`src/rtl/share_encoder.sv`:
```
// share_encoder
//   Converts a plaintext word into a SHARES-share Boolean masking for the
//   masked datapath. Two registered stages with valid/ready flow control:
//     stage 1 latches the fresh masks and the plaintext pre-masked with mask 0.
//     stage 2 registers the final share vector; the last share is built by
//     XOR-ing the remaining masks in one at a time.
//   A plaintext word and a randomness word are always consumed together.
//
// Ports
//   clk, rst           clock (rising edge), synchronous active-high reset
//   in_valid/in_ready  plaintext handshake, in_data[WIDTH-1:0]
//   rnd_valid/rnd_ready randomness handshake, rnd[(SHARES-1)*WIDTH-1:0]
//   out_valid/out_ready share-vector handshake, out_shares[SHARES*WIDTH-1:0]
//   enc_count          words delivered on the output, wraps at 2^CNT_W
//   chk_err            (SHARE_ENCODER_CHECK_EN only) sticky share-sum mismatch
//
// Build option
//   SHARE_ENCODER_CHECK_EN: carries a plaintext shadow through both stages and
//   flags any output whose shares do not recombine to it. Verification and
//   fault-detection builds only; the shadow is an unmasked copy.

module share_encoder #(
  parameter int WIDTH  = 4,
  parameter int SHARES = 4,
  parameter int CNT_W  = 16
) (
  input  logic                        clk,
  input  logic                        rst,
  input  logic                        in_valid,
  output logic                        in_ready,
  input  logic [WIDTH-1:0]            in_data,
  input  logic                        rnd_valid,
  output logic                        rnd_ready,
  input  logic [(SHARES-1)*WIDTH-1:0] rnd,
  output logic                        out_valid,
  input  logic                        out_ready,
  output logic [SHARES*WIDTH-1:0]     out_shares,
  output logic [CNT_W-1:0]            enc_count
`ifdef SHARE_ENCODER_CHECK_EN
  ,
  output logic                        chk_err
`endif
);

  // Stage registers
  logic                        s1_v_q, s1_v_d;
  logic [(SHARES-1)*WIDTH-1:0] s1_r_q, s1_r_d;
  logic [WIDTH-1:0]            s1_m_q, s1_m_d;
  logic                        s2_v_q, s2_v_d;
  logic [SHARES*WIDTH-1:0]     s2_shares_q, s2_shares_d;
  logic [CNT_W-1:0]            cnt_q, cnt_d;

  // Transfer events
  logic s2_free, s1_move, s1_free, acc, out_fire;

  assign s2_free  = !s2_v_q || out_ready;
  assign s1_move  = s1_v_q && s2_free;
  assign s1_free  = !s1_v_q || s1_move;
  // Readies are suppressed during reset so nothing is consumed in that cycle.
  assign in_ready  = !rst && rnd_valid && s1_free;
  assign rnd_ready = !rst && in_valid && s1_free;
  assign acc       = in_ready && in_valid;
  assign out_fire  = s2_v_q && out_ready;

  // Progressive XOR chain: each step folds in exactly one more mask, so the
  // intermediate values are always masked by at least one remaining mask.
  logic [WIDTH-1:0] chain [SHARES-1];
  assign chain[0] = s1_m_q;
  generate
    for (genvar gi = 1; gi < SHARES-1; gi++) begin : g_chain
      assign chain[gi] = chain[gi-1] ^ s1_r_q[gi*WIDTH +: WIDTH];
    end
  endgenerate

  always_comb begin
    s1_v_d      = s1_v_q;
    s1_r_d      = s1_r_q;
    s1_m_d      = s1_m_q;
    s2_v_d      = s2_v_q;
    s2_shares_d = s2_shares_q;
    cnt_d       = cnt_q;
    // Stage 1: refill takes priority so bubbles collapse in the move cycle.
    if (acc) begin
      s1_v_d = 1'b1;
      s1_r_d = rnd;
      s1_m_d = in_data ^ rnd[WIDTH-1:0];
    end else if (s1_move) begin
      s1_v_d = 1'b0;
    end
    // Stage 2
    if (s1_move) begin
      s2_v_d      = 1'b1;
      s2_shares_d = {chain[SHARES-2], s1_r_q};
    end else if (out_fire) begin
      s2_v_d = 1'b0;
    end
    if (out_fire) begin
      cnt_d = cnt_q + CNT_W'(1);
    end
  end

  always_ff @(posedge clk) begin
    if (rst) begin
      s1_v_q      <= 1'b0;
      s1_r_q      <= '0;
      s1_m_q      <= '0;
      s2_v_q      <= 1'b0;
      s2_shares_q <= '0;
      cnt_q       <= '0;
    end else begin
      s1_v_q      <= s1_v_d;
      s1_r_q      <= s1_r_d;
      s1_m_q      <= s1_m_d;
      s2_v_q      <= s2_v_d;
      s2_shares_q <= s2_shares_d;
      cnt_q       <= cnt_d;
    end
  end

  assign out_valid  = s2_v_q;
  assign out_shares = s2_shares_q;
  assign enc_count  = cnt_q;

`ifdef SHARE_ENCODER_CHECK_EN
  // Plaintext shadow follows the word through both stages.
  logic [WIDTH-1:0] s1_p_q, s2_p_q;
  logic             chk_err_q;
  logic [WIDTH-1:0] recomb [SHARES];

  assign recomb[0] = s2_shares_q[WIDTH-1:0];
  generate
    for (genvar gi = 1; gi < SHARES; gi++) begin : g_recomb
      assign recomb[gi] = recomb[gi-1] ^ s2_shares_q[gi*WIDTH +: WIDTH];
    end
  endgenerate

  always_ff @(posedge clk) begin
    if (rst) begin
      s1_p_q    <= '0;
      s2_p_q    <= '0;
      chk_err_q <= 1'b0;
    end else begin
      if (acc) begin
        s1_p_q <= in_data;
      end
      if (s1_move) begin
        s2_p_q <= s1_p_q;
      end
      if (s2_v_q && (recomb[SHARES-1] != s2_p_q)) begin
        chk_err_q <= 1'b1;
      end
    end
  end

  assign chk_err = chk_err_q;
`endif

endmodule

```
`config.mk`:
```
export PLATFORM = sky130hd
export DESIGN_NAME = share_encoder
export DESIGN_NICKNAME = d
export VERILOG_FILES = /design/src/rtl/share_encoder.sv
export SDC_FILE = /design/constraint.sdc
export NUM_CORES = 1
export LEC_CHECK = 0
export ABC_AREA = 0
export BUFFER_PORTS_ARGS = -buffer_cell sky130_fd_sc_hd__buf_2
export CAP_MARGIN = 20
export CORE_UTILIZATION = 45
export DETAILED_ROUTE_END_ITERATION = 8
export PLACE_DENSITY = 0.74
export SLEW_MARGIN = 0
export SYNTH_ARGS = -nofsm -noshare
export SYNTH_HDL_FRONTEND = slang
export SYNTH_SLANG_ARGS = --single-unit
```
`constraint.sdc`:
```
create_clock -name clk -period 2.84 [get_ports clk]
set_input_delay 0.852 -clock clk [delete_from_list [all_inputs] [get_ports clk]]
set_output_delay 0.852 -clock clk [all_outputs]
set_load 0.1 [all_outputs]
```
==> results.py <==
metrics = {
    "synth": {
        "syn_inst": 246,
        "ys_types": 30,
        "postSynthAreaPerCell_um2": 8.34,
        "synth_ff_type": "dfxtp_1",
        "synthesis.nets": 268,
        "synth-seq-cells": 50,
        "synth_edf_count": 0,
        "yosys_warnings": 0,
        "synth.cell_area_um2": 2050,
        "seq_area_frac_synth": 0.488,
        "synthArstFlopShare": 0,
    },
    "place": {
        "place_inst": 342,
        "port_buffers": 55,
        "gp_congestion": 0.709,
        "hpwl_um": 2800,
    },
    "cts": {
        "post-cts-setup-buffers": 0,
        "cts_tree": "yes",
        "clockRootBuffer": "clkbuf_8",
        "cts_resized": 0,
        "cts_hold_repair.buffers": 0,
        "cts_htree_levels": 2,
        "clk_latency_ps": 300,
        "cts.sinks": 50,
        "cts_buffers": 5,
        "cts_max_path_buffers": 2,
        "clk_pin_slew_worst_paths_ps": 80,
    },
    "detailed_routing": {
        "wl_per_cell_um": 11.5,
        "drc": 0,
        "num_vias": 1720,
        "drt-vias-per-instance": 4.90,
        "drtIter0Drc": 101,
        "final_antenna_net_count": 0,
        "finalWirelength_um": 4030,
        "dr.pass1.iters": 4,
    },
    "global_routing": {
        "grt_pass1_wl_um": 6870,
        "use_met1": 0.223,
        "grt_util_met2": 0.287,
        "grt_max_degree": 52,
        "grt_overflow": 0,
        "top_usage_layer": "met2",
        "use_met3": 0.0494,
        "antenna_found_initial": 0,
        "grt_pass1_vias": 1556,
        "grt_util_all_layers": 0.178,
    },
    "sta": {
        "finalClockSkew_ps": 7.47,
        "max_slew_margin": 0.577,
        "worst_pin_slew_ps": 635,
        "period_needed_ps": 2530,
        "final_hold_viol_count": 0,
        "fin_crit_sh": 0.890,
        "max_freq_mhz": 396,
        "setup-violations-final": 0,
        "grt_setup_unrepaired": "false",
        "drv_slew": 0,
        "final.setup.tns_ps": 0,
    },
    "critical_path": {
        "crit_family": "simple AND/OR/NAND/NOR gates",
        "start_kind": "primary input",
        "end_kind": "output port",
        "crit_slowest_cell": "nor2b_1",
        "path_cells": "buf_2, nor2b_1, a21oi_1, and2_1, buf_12",
        "slowest_delay_ps": 210,
        "critPathKind": "primary input to output port",
        "crit_fanout": 6,
        "arrival_ps": 1680,
        "required_ps": 1990,
        "reg2reg_to": "enc_count[15]",
        "ff2ff_path_depth": 4,
        "path_buf_inv": 2,
        "worstReg2RegStart": "enc_count[6]",
        "rrSetupSlack_ps": 1090,
    },
    "final_layout": {
        "nets": 320,
        "layout_common_cells": "56 x nand2_1, 53 x buf_2, 50 x dfxtp_1, 22 x a21oi_1, 18 x o21ai_0",
        "synthToLayoutAreaGrowth_pct": 21.2,
        "seqCellArea_um2": 1000,
        "final_common_cell": "nand2_1",
        "drive_gt1_frac": 0.234,
        "final_util": 0.571,
        "n_antenna_cell": 0,
        "fillCellCount": 428,
        "fin_cells": 351,
        "multi_input_area_um2": 990,
    },
    "power_and_ir_drop": {
        "pwr-share-clk": 0.322,
        "seqPwrFrac": 0.568,
        "p_switching_mw": 0.325,
        "power_frac_comb": 0.110,
        "power.leakage_nw": 0.993,
        "switching_share": 0.252,
        "ir_drop_mv": 0.253,
        "internal-power_mw": 0.963,
        "power_density_nw_per_um2": 518,
    },
    "hold_path": {
        "hold_start": "out_shares[12]",
        "min_to": "out_shares[12]",
        "min_path_cells": 2,
        "hold_path_class": "flip-flop to flip-flop",
    },
    "die": {
        "start_util": 0.471,
        "core_um2": 4350,
        "die_x_um": 69.5,
        "ios": 56,
        "rows": 24,
        "dieArea_um2": 4830,
        "die_h_um": 69.5,
    },
    "flow_run": {
        "cap_violations": 0,
    },
    "outcome": {
        "status": "completed",
    },
}
## kinds of logic (layout without fill, tap and decap cells)
family | count (synthesis) | count (layout) | synth area share
AND/OR/NAND/NOR | 113 | 113 | 0.269
flip-flops | 50 | 50 | 0.488
AO/OA/AOI/OAI | 43 | 43 | 0.109
XOR/XNOR | 23 | 23 | 0.0982
buffers and inverters | 16 | 69 | 0.0293
adder cells (fa/ha/maj) | 1 | 1 | 0.00610
## final cells by class
cell class                      instances  share of cell area
Sequential cell                        50               0.403
Multi-Input combinational cell        180               0.398
Clock inverter                          1             0.00201
Tap cell                               52              0.0262
Timing Repair Buffer                   58               0.132
Inverter                                3             0.00453
Clock buffer                            7              0.0347
## how the worst max path moves through the flow
stage	cells past startpoint	from	endpoint	slack, ps
after global placement	5	out_ready	rnd_ready	330
after detailed placement	5	out_ready	in_ready	320
after CTS	5	out_ready	in_ready	310
after global routing	5	out_ready	in_ready	250
after floorplan	3	rst	in_ready	80
final	5	out_ready	in_ready	310
## flip-flops by register name (all words and copies together) (netlist names)
signal,cells
s1_v_q,1
out_valid,1
out_shares,16
enc_count,16
s1_m_q,4
s1_r_q,12
## synthesized netlist by cell type, types with 2 or more instances
cell | n | area share
nand2_1 | 56 | 0.10
dfxtp_1 | 50 | 0.49
a21oi_1 | 22 | 0.054
o21ai_0 | 18 | 0.044
nand2b_1 | 17 | 0.052
nor2_1 | 14 | 0.026
clkbuf_1 | 13 | 0.024
xnor2_1 | 13 | 0.056
xor2_1 | 10 | 0.043
nand3_1 | 4 | 0.0098
inv_1 | 3 | 0.0055
nand4_1 | 3 | 0.0092
nor3_1 | 3 | 0.0073
and2_1 | 2 | 0.0061
and4_1 | 2 | 0.0085
nor2b_1 | 2 | 0.0061
## worst min-delay path: stages (launching register included)
cell     delay [ps]
dfxtp_1         310
nand2_1          50
a21oi_1          50
## power by group through the flow
stage / logic, mW / clock network, mW / registers (mW)
floorplan: 0.0670 / 0 / 0.782
global placement: 0.140 / 0 / 0.748
detailed placement: 0.141 / 0 / 0.749
CTS: 0.142 / 0.431 / 0.732
global route: 0.153 / 0.463 / 0.735
finish: 0.141 / 0.415 / 0.732
## layer usage
metal / share of wire / wire (um)
met5: 0 / 0
met3: 0.043 / 175
met2: 0.45 / 1820
met1: 0.49 / 1960
met4: 0.018 / 72
## metrics by stage
| stage | hold WS [ps] | worst slack, ps | power (mW) | area (um^2) |
|---|---|---|---|---|
| floorplan | 432 | 75.9 | 0.849 | 2050 |
| global placement | 440 | 329 | 0.889 | 2390 |
| detailed placement | 445 | 315 | 0.890 | 2390 |
| CTS | 456 | 312 | 1.30 | 2480 |
| global route | 487 | 250 | 1.35 | 2490 |
| finish | 449 | 313 | 1.29 | 2490 |
No activity file was read; power rests on OpenSTA's default activity.
